<file path="src/rtl/ooo_ifence_sequencer.sv">
// FENCE.I sequencer: drains the ROB, flushes the D-cache, invalidates the I-cache,
// then issues a one-cycle fetch redirect to the instruction after the fence.
module ooo_ifence_sequencer (
   input  logic        clk,
   input  logic        rst,
   input  logic        ifence_ex,
   input  logic [31:0] pc_ex,
   input  logic        rob_empty,
   input  logic        execute_commit_flush,
   input  logic        dflushed,
   input  logic        iflushed,
   output logic        dcache_flush_req,
   output logic        icache_flush_req,
   output logic        ifence_cache_flushing,
   output logic        ifence_flush,
   output logic [31:0] ifence_pc,
   output logic        stall_ex,
   output logic [7:0]  fence_count,
   output logic [2:0]  state_dbg
);

   localparam logic [2:0] IDLE     = 3'd0;
   localparam logic [2:0] DRAIN    = 3'd1;
   localparam logic [2:0] DFLUSH   = 3'd2;
   localparam logic [2:0] IFLUSH   = 3'd3;
   localparam logic [2:0] REDIRECT = 3'd4;

   logic [2:0]  state_q, state_d;
   logic        abort_pend_q, abort_pend_d;
   logic [31:0] ifence_pc_q, ifence_pc_d;
   logic [7:0]  fence_count_q, fence_count_d;
   logic        dreq_q, dreq_d;
   logic        ireq_q, ireq_d;
   logic        redirect_q, redirect_d;
   logic        busy_q, busy_d;
   logic        abort_now;
   logic        fence_start;

   // Execute handshake: ifence_ex is held while stall_ex is high; the fence is
   // accepted on the edge where ifence_ex=1, no commit flush, and we are IDLE.
   assign fence_start = (state_q == IDLE) && ifence_ex && !execute_commit_flush;
   // A flush arriving in the same cycle iflushed completes still counts as an abort.
   assign abort_now   = abort_pend_q || execute_commit_flush;

   always_comb begin
      state_d       = state_q;
      abort_pend_d  = abort_pend_q;
      ifence_pc_d   = ifence_pc_q;
      fence_count_d = fence_count_q;
      case (state_q)
         IDLE: begin
            if (fence_start) begin
               ifence_pc_d = pc_ex + 32'd4;
               state_d     = DRAIN;
            end
         end
         DRAIN: begin
            if (execute_commit_flush) state_d = IDLE;
            else if (rob_empty)       state_d = DFLUSH;
         end
         DFLUSH: begin
            if (execute_commit_flush) abort_pend_d = 1'b1;
            if (dflushed)             state_d      = IFLUSH;
         end
         IFLUSH: begin
            abort_pend_d = abort_now;
            if (iflushed) state_d = abort_now ? IDLE : REDIRECT;
         end
         REDIRECT: begin
            fence_count_d = fence_count_q + 8'd1;
            state_d       = IDLE;
         end
         default: state_d = IDLE;
      endcase
      if (state_d == IDLE) abort_pend_d = 1'b0;
   end

   // Outputs are registered decodes of the next state so they cannot glitch.
   always_comb begin
      dreq_d     = (state_d == DFLUSH);
      ireq_d     = (state_d == IFLUSH);
      redirect_d = (state_d == REDIRECT);
      busy_d     = (state_d == DRAIN) || (state_d == DFLUSH) || (state_d == IFLUSH);
   end

   always_ff @(posedge clk or posedge rst) begin
      if (rst) begin
         state_q       <= IDLE;
         abort_pend_q  <= 1'b0;
         ifence_pc_q   <= 32'h0000_0000;
         fence_count_q <= 8'h00;
         dreq_q        <= 1'b0;
         ireq_q        <= 1'b0;
         redirect_q    <= 1'b0;
         busy_q        <= 1'b0;
      end else begin
         state_q       <= state_d;
         abort_pend_q  <= abort_pend_d;
         ifence_pc_q   <= ifence_pc_d;
         fence_count_q <= fence_count_d;
         dreq_q        <= dreq_d;
         ireq_q        <= ireq_d;
         redirect_q    <= redirect_d;
         busy_q        <= busy_d;
      end
   end

   assign dcache_flush_req      = dreq_q;
   assign icache_flush_req      = ireq_q;
   assign ifence_cache_flushing = dreq_q || ireq_q;
   assign ifence_flush          = redirect_q;
   assign ifence_pc             = ifence_pc_q;
   assign fence_count           = fence_count_q;
   assign state_dbg             = state_q;
   // The IDLE term stalls execute in the acceptance cycle; masked while reset is held.
   assign stall_ex              = busy_q || (fence_start && !rst);

endmodule

</file>
<file path="config.mk">
export PLATFORM = sky130hd
export DESIGN_NAME = ooo_ifence_sequencer
export DESIGN_NICKNAME = d
export VERILOG_FILES = /design/src/rtl/ooo_ifence_sequencer.sv
export SDC_FILE = /design/constraint.sdc
export NUM_CORES = 1
export LEC_CHECK = 0
export BUFFER_PORTS_ARGS = -buffer_cell sky130_fd_sc_hd__buf_2
export CELL_PAD_IN_SITES_DETAIL_PLACEMENT = 1
export CELL_PAD_IN_SITES_GLOBAL_PLACEMENT = 1
export CORE_MARGIN = 5
export CORE_UTILIZATION = 37
export DETAILED_ROUTE_END_ITERATION = 6
export GPL_ROUTABILITY_DRIVEN = 0
export GPL_TIMING_DRIVEN = 0
export HOLD_SLACK_MARGIN = 0.08
export PLACE_DENSITY_LB_ADDON = 0.1
export SLEW_MARGIN = 5
export SYNTH_ARGS = -nofsm -noshare
export SYNTH_HDL_FRONTEND = slang
export SYNTH_SLANG_ARGS = --single-unit
export TNS_END_PERCENT = 1
</file>
<file path="constraint.sdc">
create_clock -name clk -period 1.9 [get_ports clk]
set_input_delay 0.19 -clock clk [delete_from_list [all_inputs] [get_ports clk]]
set_output_delay 0.19 -clock clk [all_outputs]
set_load 0.005 [all_outputs]
</file>
Word level (Yosys, flattened, before mapping)
Index checks and enable logic that the tools add are counted.
W data, S select, Z words.
- register bits: 48
- input bits: 39
- add/subtract/negate cells: 2
- equal/unequal tests: 9
- reduce and logical (&&, ||, !) cells: 15
- mux-type cells: 10
- operators with widths (kind ; number):
    $add A32 B3 Y32 const B ; 1
    $mux W3 ; 6
    $eq A3 B2 Y1 const B ; 4
    $pmux W3 S4 ; 1
    $add A8 B1 Y8 const B ; 1
    $eq A3 B1 Y1 const B ; 2
    $eq A3 B3 Y1 const B ; 2
    $logic_not A3 Y1 ; 2
    $logic_or A1 B1 Y1 ; 5
    $reduce_and A2 Y1 ; 2
    $logic_and A1 B1 Y1 ; 3
    $ne A3 B3 Y1 const B ; 1
    $reduce_bool A3 Y1 ; 1
    $logic_not A1 Y1 ; 2
    $mux W1 ; 2
    $pmux W1 S2 ; 1

Logic depth before layout (Yosys ltp)
- word-level depth: 8
- mapped depth: 6

Worst setup path before layout
OpenSTA, ideal clock, no wires.
- kind: reg2reg
- start point: reg state_q[1], in the netlist state_dbg[1]
- end point: reg ifence_pc_q[0], in the netlist ifence_pc[0]
- arrival time: 1.474 ns
- setup time: 0.125 ns
- path slack: 0.301 ns
- cell stages (with the launch flop): 6
- period minus slack after synthesis: 1.599 ns
- cells stage by stage: dfrtp_1 -> or2_2 -> nor3_1 -> nand2_1 -> clkbuf_1 -> mux2_2
- word-level cells in the longest chain between the ends: 4
- RTL lines (item ; line ; source):
    start, declared ; 28 ; logic [2:0] state_q, state_d;
    start signal, assigned ; 97 ; state_q <= state_d;
    $logic_not A3 Y1 * ; 41, 50 ;
    $logic_and A1 B1 Y1 (2 in series) ; 41 ; assign fence_start = (state_q == IDLE) && ifence_ex && !execute_commit_flush;
    $reduce_and A2 Y1 (no source line) * ; - ;
    end signal, assigned ; 99 ; ifence_pc_q <= ifence_pc_d;
    end, declared ; 30 ; logic [31:0] ifence_pc_q, ifence_pc_d;
Every way passes the cells marked *; elsewhere a longest branch is shown, timed or not.
A chain may end at the register's enable or synchronous reset.

Final worst setup path
- start point: reg state_q[1], in the netlist state_dbg[1]
- end point: out stall_ex
- word-level cells in the longest chain between the ends: 5
- RTL lines (item ; line ; source):
    $logic_not A3 Y1 ; 41 ;
    $logic_and A1 B1 Y1 (2 in series) ; 41 ;
    $logic_and A1 B1 Y1 ; 116 ; assign stall_ex = busy_q || (fence_start && !rst);
    $logic_or A1 B1 Y1 ; 116 ;
    end, declared ; 17 ; output logic stall_ex,
No other way between the ends.

==> results.tsv <==
stage	metric	value	unit
run_status	status	finished, final reports clean	
logic_synthesis	syn_nets	277	
worst_setup_path	cpMaxStageDelayCell	dfrtp_1	
logic_synthesis	syn_avg_cell_area	10.07	um^2
logic_synthesis	synth.most_common_cell	dfrtp_1	
logic_synthesis	yosysWarningCount	0	
cts	clock-root-buffer	clkbuf_8	
cts	cts_tree	done	
logic_synthesis	ys_seq_elements	48	
timing	clock_skew	0.007454	ns
logic_synthesis	synth_area_leaders	dfrtp_1 51%, xor2_1 8.5%, nand2_1 6.5%	
worst_setup_path	worst-endpoint-required	1.71	ns
layout	diodes	0	
drt	firstDrtPassIters	2	
min_path	min_path_type	in2reg	
layout	final.fill_count	779	
worst_setup_path	critPathLaunchType	register	
global_routing	grt_use_met1	0.2158	
drt	drtIter0Drc	37	
worst_setup_path	crit_path_end_kind	output pin	
timing	worst_pin_slew	0.6009	ns
layout	syn_to_final_growth	29.63	%
timing	setup_viol	0	
place	port-buffer-count	86	
logic_synthesis	synth_edf_count	0	
die	floorplan.io_pins	87	
global_routing	grt_max_degree	31	
timing	min_period	1.811	ns
worst_setup_path	path_buf_inv	2	
worst_setup_path	path_max_fanout	2	
layout	final_layout_size_suffix_gt1_frac	0.3542	
logic_synthesis	ys_types	34	
cts	clk_latency	0.30	ns
global_routing	use_met2	0.2585	
cts	cts.sinks	48	
pwr	power	3.499	mW
logic_synthesis	yosys-top-cells-count	48 x dfrtp_1, 41 x nand2_1, 23 x xor2_1	
drt	routed_wl	6.255	mm
timing	slew_viol_final	0	
logic_synthesis	ys.flop_type	dfrtp_1	
drt	avgRoutedWirePerCell	15.15	um
global_routing	grt_pass1_vias	2233	
global_routing	busiest_layer	met2	
job	drv_cap	0	
global_routing	grt_pass1_wl	11.01	mm
worst_setup_path	path_delay_family	simple AND/OR/NAND/NOR gates	
logic_synthesis	syn_area	0.002377	mm^2
cts	h-tree-depth	2	
worst_setup_path	crit_chain	or2_4, nor3_2, nand2_2, clkbuf_8, o21bai_1, buf_2	
timing	fin_crit_sh	0.9529	
die	die_x	90.16	um
global_routing	grt_util_met3	0.04758	
pwr	p_leak	1.505	nW
die	die_area	0.008128	mm^2
pwr	powerDensity	1135	mW/mm^2
die	core	0.006314	mm^2
global_routing	track_usage	0.1626	
place	hpwl	4.887	mm
worst_setup_path	max_stage_delay	0.39	ns
cts	clkSlewWorstSetupHoldPaths	0.08	ns
layout	utilization	0.4881	
worst_setup_path	crit_arrival	1.62	ns
die	rows	29	
timing	fin_setup_tns	0	ns
global_routing	grt_overflow	0	
logic_synthesis	synthCells	236	
die	initial_core_util	0.3765	
timing	relSlewSlack	0.5964	
logic_synthesis	yosysTopAreaCell	dfrtp_1	
die	die_height	90.16	um
logic_synthesis	yosys.area.top_type_share	0.5053	
place	place_inst	400	
global_routing	antenna_found_initial	0	
timing	rsz0062_at_grt	no	
logic_synthesis	async_flop_share	1.000	
timing	hold_viol_final	0	
drt	drc	0	
drt	dr_total_vias	2051	
layout	instances_no_fill	413	
cts	clockBufferDepth	2	
logic_synthesis	yosysSeqAreaShare	0.5053	
pwr	ir_drop	0.5000	mV
cts	cts_buffers	5	
drt	ant_nets	0	
drt	vias_per_cell	4.966	
layout	fin_nets	376	
worst_setup_path	crit_type	reg2out	
timing	timing.fmax	552.3	MHz
## registers in the layout (all words and copies together), names as in the netlist
signal,cells
abort_pend_q,1
busy_q,1
dcache_flush_req,1
fence_count,8
icache_flush_req,1
ifence_flush,1
ifence_pc,32
state_dbg,3
## what timing repair did
action | CTS | global route
setup buffers | 4 | 0
pin swaps | 3 | 0
setup endpoints to repair | 3 | 2
hold buffers | 1 | 0
gates resized for setup | 6 | 1
endpoints found under the hold margin | 18 | 0
## through the flow
stage                     cell area, um^2  hold WS (ns)  worst slack (ns)
after floorplan                      2377        0.3018            0.3013
after global placement               2904        0.4212           -0.1738
after detailed placement             2924        0.2328          -0.08970
after CTS                            3077        0.1132           0.01708
after global routing                 3082        0.1184          0.001842
final                                3082        0.1246           0.08941
## path summary, 6_finish.rpt
check	from	to	slack (ns)	depth (start not counted)
max in group asynchronous	rst	ifence_pc[31]$_DFFE_PP0P_	0.96	4
min in group asynchronous	rst	fence_count[1]$_DFFE_PP0N_	0.44	3
worst max-delay path	state_dbg[1]$_DFF_PP0_	stall_ex	0.09	6
worst min register to register	fence_count[7]$_DFFE_PP0N_	fence_count[7]$_DFFE_PP0N_	0.47	1
worst max register to register	state_dbg[1]$_DFF_PP0_	ifence_pc[0]$_DFFE_PP0P_	0.11	6
worst min-delay path	pc_ex[1]	ifence_pc[1]$_DFFE_PP0P_	0.12	2
## kinds of logic after synthesis
| kind of cell | Yosys count | share of synthesized area |
|---|---|---|
| and+or+nand+nor | 98 | 0.2274 |
| AOI/OAI and AO/OA | 33 | 0.07474 |
| buffers and inverters | 13 | 0.02053 |
| muxes | 7 | 0.03263 |
| xor gates and xnor gates | 35 | 0.1289 |
| DFF | 48 | 0.5053 |
| adders and majority gates | 2 | 0.01052 |
## layout make-up
class	instances	area (um^2)	share of cell area
Sequential cell	48	1201	0.3898
Clock buffer	6	82.58	0.02680
Clock inverter	2	10.01	0.003248
Buffer	6	32.53	0.01056
Inverter	7	26.28	0.008526
Timing Repair Buffer	92	490.5	0.1592
Multi-Input combinational cell	175	1142	0.3707
Tap cell	77	96.34	0.03126
## power by group
group | switching, mW | leakage, nW | internal (mW)
registers | 0.219 | 0.609 | 1.41
clock network | 0.342 | 0.0510 | 0.291
logic | 0.625 | 0.846 | 0.607
total | 1.19 | 1.51 | 2.31
## metal layers
| metal | routed length (um) | vias up |
|---|---|---|
| met5 | 0 | - |
| met2 | 2924 | 50 |
| met1 | 2874 | 984 |
| met4 | 74 | 0 |
| met3 | 381 | 7 |
| li1 | - | 1010 |
## cell usage in the layout, fill, tap and decap left out, drive strengths merged, types with 3 or more instances in the layout
cell type,count
and3,4
xor2,23
inv,7
mux2,6
nor4,3
o21ai,28
nand3,17
dfrtp,48
buf,91
nand2,41
clkbuf,12
nand4,11
nor3,5
xnor2,12
nor2,7
No activity file was read; power rests on OpenSTA's default activity.
